==> config.mk <==
export PLATFORM = sky130hd
export DESIGN_NAME = serial_add_ctrl
export DESIGN_NICKNAME = d
export VERILOG_FILES = /design/src/rtl/serial_add_pkg.sv /design/src/rtl/serial_add_ctrl_bit_counter.sv /design/src/rtl/serial_add_ctrl.sv
export SDC_FILE = /design/constraint.sdc
export NUM_CORES = 1
export LEC_CHECK = 0
export CORE_MARGIN = 5
export CORE_UTILIZATION = 42
export DETAILED_ROUTE_END_ITERATION = 10
export PLACE_DENSITY_LB_ADDON = 0.08
export SLEW_MARGIN = 40
export SYNTH_ARGS = -nofsm -noshare
export SYNTH_HDL_FRONTEND = slang
export SYNTH_HIERARCHICAL = 1
export SYNTH_SLANG_ARGS = --single-unit
==> constraint.sdc <==
create_clock -name clk -period 1.4 [get_ports clk]
set_input_delay 0.14 -clock clk [delete_from_list [all_inputs] [get_ports clk]]
set_output_delay 0.14 -clock clk [all_outputs]
set_load 0.03 [all_outputs]
==> src/rtl/serial_add_pkg.sv <==
// ----------------------------------------------------------------------------
// serial_add_pkg
// Shared constants for the serial adder controller and its bench:
//   DEFAULT_WIDTH - default operand width / number of serial add cycles
//   state_t       - controller state encoding (IDLE=0, LOAD=1, ADD=2, DONE=3)
//   majority3     - carry-out of a one-bit full adder
// ----------------------------------------------------------------------------
package serial_add_pkg;

   localparam int DEFAULT_WIDTH = 8;

   typedef enum logic [1:0] {
      ST_IDLE = 2'd0,
      ST_LOAD = 2'd1,
      ST_ADD  = 2'd2,
      ST_DONE = 2'd3
   } state_t;

   // Full-adder carry: true when at least two of the three inputs are set.
   function automatic logic majority3(input logic x, input logic y, input logic z);
      return (x & y) | (x & z) | (y & z);
   endfunction

endpackage

==> src/rtl/serial_add_ctrl_bit_counter.sv <==
// ----------------------------------------------------------------------------
// bit_counter
// Counts serial add cycles. Cleared while the controller is in LOAD, advances
// once per ADD cycle and saturates at WIDTH-1 instead of wrapping.
// Ports:
//   clk, rst  - clock, asynchronous active-high reset
//   clear     - synchronous clear to 0 (has priority over enable)
//   enable    - advance by one
//   tc        - terminal count, high while the count equals WIDTH-1
// ----------------------------------------------------------------------------
module bit_counter
   import serial_add_pkg::*;
#(
   parameter int WIDTH = DEFAULT_WIDTH
) (
   input  logic clk,
   input  logic rst,
   input  logic clear,
   input  logic enable,
   output logic tc
);

   localparam int CW = (WIDTH > 1) ? $clog2(WIDTH) : 1;
   localparam logic [CW-1:0] LAST = CW'(WIDTH - 1);

   logic [CW-1:0] count_r;

   // Cycle counter: clear wins, then saturating increment.
   always_ff @(posedge clk or posedge rst) begin
      if (rst) begin
         count_r <= '0;
      end else if (clear) begin
         count_r <= '0;
      end else if (enable && (count_r != LAST)) begin
         count_r <= count_r + CW'(1);
      end else begin
         count_r <= count_r;
      end
   end

   assign tc = (count_r == LAST);

endmodule

==> src/rtl/serial_add_ctrl.sv <==
// ----------------------------------------------------------------------------
// serial_add_ctrl
// Controller for an LSB-first bit-serial adder. Operands are handed to two
// external shift registers (loaded by sr_load, shifting right otherwise); the
// controller consumes their bit-0 outputs one per cycle, accumulates the sum
// serially and presents {cout,sum} with a one-cycle done pulse.
// Ports:
//   clk, rst             - clock, asynchronous active-high reset
//   start, a_in, b_in,cin- request and operands, sampled only in IDLE
//   a_bit, b_bit         - bit 0 of the external A/B shift registers
//   sr_load              - load strobe for the external shift registers
//   sr_data_a, sr_data_b - captured operands to load into the shift registers
//   busy                 - high during LOAD and ADD
//   done                 - one-cycle result-valid pulse
//   sum, cout            - result, held until the next completed addition
// ----------------------------------------------------------------------------
module serial_add_ctrl
   import serial_add_pkg::*;
#(
   parameter int WIDTH = DEFAULT_WIDTH
) (
   input  logic             clk,
   input  logic             rst,
   input  logic             start,
   input  logic [WIDTH-1:0] a_in,
   input  logic [WIDTH-1:0] b_in,
   input  logic             cin,
   input  logic             a_bit,
   input  logic             b_bit,
   output logic             sr_load,
   output logic [WIDTH-1:0] sr_data_a,
   output logic [WIDTH-1:0] sr_data_b,
   output logic             busy,
   output logic             done,
   output logic [WIDTH-1:0] sum,
   output logic             cout
);

   state_t           state_r;
   logic             carry_r;
   logic [WIDTH-1:0] sum_shift_r;
   logic             last_bit_s;
   logic             sum_bit_s;
   logic             carry_next_s;
   logic [WIDTH-1:0] shift_next_s;

   bit_counter #(.WIDTH(WIDTH)) u_bit_counter (
      .clk    (clk),
      .rst    (rst),
      .clear  (state_r == ST_LOAD),
      .enable (state_r == ST_ADD),
      .tc     (last_bit_s)
   );

   // One full-adder slice; the new sum bit enters at the MSB so that after
   // WIDTH shifts the first (LSB) result bit has arrived at bit 0.
   always_comb begin
      sum_bit_s    = a_bit ^ b_bit ^ carry_r;
      carry_next_s = majority3(a_bit, b_bit, carry_r);
      shift_next_s = {sum_bit_s, sum_shift_r[WIDTH-1:1]};
   end

   // Controller FSM with registered strobes and result.
   always_ff @(posedge clk or posedge rst) begin
      if (rst) begin
         state_r     <= ST_IDLE;
         carry_r     <= 1'b0;
         sum_shift_r <= '0;
         sum         <= '0;
         cout        <= 1'b0;
         sr_data_a   <= '0;
         sr_data_b   <= '0;
         sr_load     <= 1'b0;
         busy        <= 1'b0;
         done        <= 1'b0;
      end else begin
         case (state_r)
            ST_IDLE: begin
               done <= 1'b0;
               if (start) begin
                  sr_data_a <= a_in;
                  sr_data_b <= b_in;
                  carry_r   <= cin;
                  sr_load   <= 1'b1;
                  busy      <= 1'b1;
                  state_r   <= ST_LOAD;
               end else begin
                  sr_load <= 1'b0;
                  busy    <= 1'b0;
                  state_r <= ST_IDLE;
               end
            end
            ST_LOAD: begin
               // The shift registers load on this edge; bits stream from the next cycle.
               sr_load     <= 1'b0;
               busy        <= 1'b1;
               sum_shift_r <= '0;
               state_r     <= ST_ADD;
            end
            ST_ADD: begin
               carry_r     <= carry_next_s;
               sum_shift_r <= shift_next_s;
               if (last_bit_s) begin
                  sum     <= shift_next_s;
                  cout    <= carry_next_s;
                  busy    <= 1'b0;
                  done    <= 1'b1;
                  state_r <= ST_DONE;
               end else begin
                  busy    <= 1'b1;
                  state_r <= ST_ADD;
               end
            end
            ST_DONE: begin
               done    <= 1'b0;
               busy    <= 1'b0;
               state_r <= ST_IDLE;
            end
            default: begin
               sr_load <= 1'b0;
               busy    <= 1'b0;
               done    <= 1'b0;
               state_r <= ST_IDLE;
            end
         endcase
      end
   end

endmodule

==> results of run 1 <==
[stage by stage]
step | util (%) | total power, mW | setup slack [ns] | hold WS (ns) | setup TNS, ns
after floorplan | - | 4.00 | 0.00493 | -0.106 | 0
after global placement | 58.4 | 5.20 | -0.0710 | 0.353 | -0.169
after detailed placement | 58.4 | 5.31 | -0.119 | 0.351 | -0.530
after CTS | 60.8 | 5.85 | 0.0186 | 0.0395 | 0
after global routing | 61.9 | 6.36 | -0.00402 | 0.0488 | -0.00402
final | 61.9 | 5.94 | 0.0409 | 0.0435 | 0
[flip-flops by register name, indices dropped and copies added (netlist names)]
register	count
busy	1
carry_r	1
cout	1
done	1
sr_data_a	8
sr_data_b	8
sr_load	1
state_r	2
sum	8
sum_shift_r	7
u_bit_counter/count_r	3
[path summary, 6_finish.rpt]
| path | end | slack, ns | cells after the start |
|---|---|---|---|
| setup / recovery | done$_DFFE_PP0P_ | 0.04 | 5 |
| hold / removal | u_bit_counter/count_r[1]$_DFFE_PP0P_ | 0.04 | 2 |
| setup reg to reg | done$_DFFE_PP0P_ | 0.04 | 5 |
| hold reg to reg | sum[3]$_DFFE_PP0P_ | 0.48 | 2 |
| max in group asynchronous | done$_DFFE_PP0P_ | 0.94 | 3 |
| min in group clk | sr_data_a[0]$_DFFE_PP0P_ | 0.47 | 2 |
[cells in the mapped netlist (all sizes together)]
cell type	instances
nor2b	3
ha	7
nand2b	3
fa	1
nand4bb	2
nor2	3
nand3	7
dfrtp	41
a21oi	1
o21ai	19
buf	3
nand2	10
mux2i	2
clkbuf	1
inv	11
mux2	20
[worst max-delay path, cell delays in order (launching register included)]
cell and delay, ns:
dfrtp_1 0.39, ha_2 0.20, ha_4 0.19, nor2b_4 0.12
nor2_2 0.05, mux2_4 0.29
[area by class of cell]
type,count,area (µm²)
repair buffers,61,546
inverters,11,41.3
fillers,315,1520
clock buffers,7,86.3
multi-input cells,78,716
well taps,50,62.6
flip-flops and latches,41,1030
[power by group]
group / internal (mW) / total, mW / switching, mW
logic: 1.43 / 3.20 / 1.77
clock network: 0.391 / 0.751 / 0.360
registers: 1.72 / 2.00 / 0.275
total: 3.54 / 5.94 / 2.41
[cell families (layout without fill, tap and decap cells)]
group           after synthesis  count (layout)  synth area share, %
compound gates               20              20                 5.76
simple gates                 28              28                 9.29
fa+ha+maj                     8               8                 6.20
flops                        41              41                 59.1
mux                          22              22                 15.9
buf+inv                      15              79                 3.82
[cell usage in the layout (no fill, tap or decap), types with 6 or more instances in the layout]
cell              n
dlygate4sd2_1    28
nand3_1           7
dfrtp_1          41
clkbuf_8          6
inv_1             9
buf_4            12
mux2_2           11
nand2_1           8
mux2_4            9
clkdlybuf4s50_1  21
o21ai_0          17
[metal layers]
metal	global-route usage [%]	up-vias
li1	-	577
met1	17.6	573
met2	22.7	31
met3	5.41	6
met4	4.74	0
met5	0	-
[timing repair]
action	4_1_cts	5_1_grt
buffers inserted	2	1
pin swaps	1	2
gates cloned	0	0
endpoints found under the setup margin	48	22
resized for setup	34	9
==> flow_summary_export.csv, run 1 <==
group,metric,value,unit
worst_setup_path,arrival,1.52,ns
drt,drt-pass1-iter-count,4,
clock_network,cts.htree.levels,2,
synthesis,syn_inst,134,
drt,routedWlPerCell,13.7,µm
sta,max-slew-margin-rel,78.5,%
floorplan,row_count,23,
sta,max_freq,736,MHz
worst_setup_path,r2r-start,"u_bit_counter/count_r[1]$_DFFE_PP0P_",
global_routing,grt_start_max_net_pins,23,
pwr,power_density,2400,nW/µm²
synthesis,synth_area_leader_cell,"dfrtp_1",
worst_setup_path,startpoint_type,"flop",
clock_network,cts.sinks,41,
finish,drive_gt1_share,25.3,%
drt,ant_nets,0,
clock_network,hold_buffers,0,
drt,totalWireLength,3400,µm
placed_design,hpwl,2560,µm
drt,drcViolationCount,0,
drt,vias_per_cell,4.79,
clock_network,cts_buffers,5,
sta,fin_crit,1.36,ns
floorplan,io_pins,50,
floorplan,die_h,74.3,µm
clock_network,clk_path_buf_depth,2,
sta,slew_viol_final,0,
drt,drtIter0Drc,28,
sta,worst_pin_slew,0.324,ns
drt,via_count,1187,
clock_network,clockRootBuffer,"clkbuf_8",
synthesis,ys_types,22,
synthesis,ys_seq_area_share,59.1,%
synthesis,ys_warn_count,6,
synthesis,syn-cell-area,1740,µm²
drt,wl_met2,1650,µm
sta,setup_viol,0,
floorplan,core-area,4000,µm²
drt,top_layer,"met4",
finish,final_cell_area,2480,µm²
worst_setup_path,worstPathMaxFanout,5,
finish,antenna_cells,0,
global_routing,first_global_vias,1286,
sta,hold_viol,0,
status,status,"complete, no violations",
synthesis,syn_avg_cell_area,13.0,µm²
placed_design,io_buffer_count,49,
drt,wl_met3,238,µm
placed_design,dp.cells,238,
synthesis,synth_fp_nets,164,
clock_network,worstSkewPairLatency,0.28,ns
global_routing,antenna_found_initial,0,
synthesis,yosysTopAreaCellShare,59.1,%
worst_setup_path,path_class,"reg2reg",
global_routing,grt_usage,14.1,%
min_path,hp-class,"in2async",
finish,areaGrowthSynthToFinish,42.7,%
sta,skew,0.00646,ns
placed_design,placed_area,2330,µm²
finish,finalNonFillerCells,248,
flow_run,max-cap-violations,0,
floorplan,initial_core_util,43.4,%
synthesis,ys_ff_latch,41,
finish,finalNetCount,228,
global_routing,grt_pass1_wl,5890,µm
pwr,leakage,1.17,nW
floorplan,die-area,5520,µm²
drt,wl_met1,1460,µm
clock_network,clk_pin_slew,0.07,ns
pwr,ir_drop,1.11,mV
global_routing,grt_overflow_total,0,
worst_setup_path,critPathRequiredTime,1.56,ns
worst_setup_path,crit_path_end_kind,"flop",
clock_network,cts_tree,"built",
floorplan,die_x,74.3,µm
sta,min_period_over_period,97.1,%
worst_setup_path,startpoint,"u_bit_counter/count_r[1]$_DFFE_PP0P_",
placed_design,gp_congestion,0.791,
synthesis,ys_top_cells_by_area,"dfrtp_1 59%, mux2_2 7.8%, mux2_4 6.9%, ha_1 5.0%, o21ai_0 4.9%",
No activity file was read; power rests on OpenSTA's default activity.
==> run 2: changes to the inputs <==
--- a/config.mk
+++ b/config.mk
@@ -5,6 +5,7 @@
 export SDC_FILE = /design/constraint.sdc
 export NUM_CORES = 1
 export LEC_CHECK = 0
+export CORE_ASPECT_RATIO = 0.75
 export CORE_MARGIN = 5
 export CORE_UTILIZATION = 42
 export DETAILED_ROUTE_END_ITERATION = 10
==> run 2 against run 1 <==
  * Critical path depth decreased by 1
  * Worst setup slack improved by 0.015 ns
  * Combinational power about the same
  * Utilization decreased by 0.57 points
  * Clock skew decreased by 0.0033 ns
  * Non-clock buffer count decreased by 2
  * Total power decreased by 0.83%
==> flow_summary_export.csv, run 2 (same netlist as run 1, synthesis figures left out) <==
group,metric,value,unit
status,status,"complete, no violations",
finish,finalNetCount,226,
global_routing,first_global_vias,1228,
finish,reg.largest.list,"sr_data_a (8), sr_data_b (8), sum (8)",
worst_setup_path,r2r-start,"u_bit_counter/count_r[0]$_DFFE_PP0P_",
sta,slew_viol_final,0,
placed_design,gp_congestion,0.771,
placed_design,io_buffer_count,49,
finish,antenna_cells,0,
finish,most-common-layout-cells,"41 x dfrtp_1, 28 x dlygate4sd2_1, 21 x clkdlybuf4s50_1",
sta,min_period_over_period,96.0,%
worst_setup_path,crit_chain,"ha_2 > ha_4 > nor2b_4 > mux2_4",
drt,routedWlPerCell,14.0,µm
drt,ant_nets,0,
floorplan,io_pins,50,
sta,holdWs,0.0599,ns
floorplan,die_h,65.7,µm
finish,utilization,61.4,%
finish,layout.cells.most_common,"dfrtp_1",
sta,rsz0062_at_grt,"yes",
worst_setup_path,startpoint_type,"flop",
finish,fill_cells,332,
placed_design,hpwl,2550,µm
global_routing,grt_usage,14.1,%
floorplan,row_count,20,
drt,drtIter0Drc,50,
finish,drive_gt1_share,24.9,%
clock_network,clockRootBuffer,"clkbuf_8",
sta,max-slew-margin-rel,78.7,%
sta,setup_viol,0,
clock_network,cts_tree,"built",
min_path,hp-class,"in2async",
clock_network,cts_setup_buffers,0,
clock_network,cts.htree.levels,2,
worst_setup_path,worst-path-buf-inv,0,
worst_setup_path,slowest_stage,"dfrtp_1",
clock_network,hold_buffers,0,
worst_setup_path,arrival,1.51,ns
placed_design,placed_area,2360,µm²
finish,areaGrowthSynthToFinish,42.4,%
worst_setup_path,worstPathMaxFanout,4,
clock_network,clk_pin_slew,0.07,ns
drt,drt-pass1-iter-count,4,
global_routing,grt_start_max_net_pins,39,
worst_setup_path,ff2ff_path_depth,4,
worst_setup_path,max_stage_delay,0.40,ns
floorplan,die-area,5530,µm²
worst_setup_path,reg2reg_to,"u_bit_counter/count_r[0]$_DFFE_PP0P_",
drt,via_count,1150,
finish,regArea,1030,µm²
global_routing,grt_pass1_wl,5990,µm
finish,multiInputGateArea,711,µm²
clock_network,cts_buffers,5,
pwr,leakage,1.15,nW
global_routing,antenna_found_initial,0,
sta,worst_pin_slew,0.321,ns
worst_setup_path,critPathRequiredTime,1.57,ns
sta,hold_viol,0,
clock_network,worstSkewPairLatency,0.28,ns
worst_setup_path,path_class,"reg2reg",
pwr,ir_drop,1.17,mV
flow_run,max-cap-violations,0,
worst_setup_path,cp_top_family,"flip-flops",
worst_setup_path,crit_path_end_kind,"flop",
clock_network,clk_path_buf_depth,2,
sta,max_freq,744,MHz
pwr,power_density,2380,nW/µm²
worst_setup_path,rrSetupSlack,0.06,ns
floorplan,core-area,4030,µm²
drt,vias_per_cell,4.56,
global_routing,grt_overflow_total,0,
clock_network,cts.sinks,41,
drt,drcViolationCount,0,
drt,totalWireLength,3530,µm
sta,fin_crit,1.34,ns
sta,skew,0.00318,ns
finish,final_cell_area,2470,µm²
floorplan,initial_core_util,43.1,%
floorplan,die_x,84.3,µm
run 2: per-stage QoR:
stage / power, mW / setup WS [ns] / TNS (ns) / cells
after floorplan: 4.00 / 0.00493 / 0 / 134
after global placement: 5.21 / -0.0475 / -0.0604 / 244
after detailed placement: 5.32 / -0.0916 / -0.284 / 244
after CTS: 5.81 / -0.0107 / -0.0481 / 252
after global routing: 6.30 / -0.00978 / -0.0263 / 252
final: 5.89 / 0.0557 / 0 / 252
run 2: cell type report:
class,count,area share [%]
sequential,41,41.5
multi-input combinational,78,28.7
timing repair buffer,59,22.0
clock buffer,6,2.94
tap,55,2.78
inverter,11,1.67
clock inverter,2,0.405
run 2: how the worst max path moves through the flow:
stage | cells past startpoint | to | startpoint
final | 4 | u_bit_counter/count_r[0]$_DFFE_PP0P_ | u_bit_counter/count_r[0]$_DFFE_PP0P_
after global routing | 5 | done$_DFFE_PP0P_ | state_r[0]$_DFF_PP0_
after CTS | 4 | sr_data_a[0]$_DFFE_PP0P_ | state_r[1]$_DFF_PP0_
after detailed placement | 3 | sum[7]$_DFFE_PP0P_ | a_bit
after global placement | 3 | sum[7]$_DFFE_PP0P_ | a_bit
after floorplan | 4 | cout$_DFFE_PP0P_ | u_bit_counter/count_r[0]$_DFFE_PP0P_
run 2: report_power, final:
| group | internal (mW) | switching [mW] | leakage, nW |
|---|---|---|---|
| Clock | 0.345 | 0.376 | 0.0450 |
| Sequential | 1.72 | 0.279 | 0.505 |
| Combinational | 1.39 | 1.78 | 0.597 |
run 2: repair_timing:
item	CTS	global route
setup endpoints to repair	42	29
resized for setup	32	10
gates cloned	0	0
run 2: per-layer routing:
| layer | vias up | part of all wire (%) | GRT usage, % |
|---|---|---|---|
| li1 | 570 | - | - |
| met1 | 539 | 48 | 18.4 |
| met2 | 39 | 45 | 22.1 |
| met3 | 2 | 6.9 | 4.89 |
| met4 | 0 | 0.54 | 4.22 |
| met5 | - | 0 | 0 |
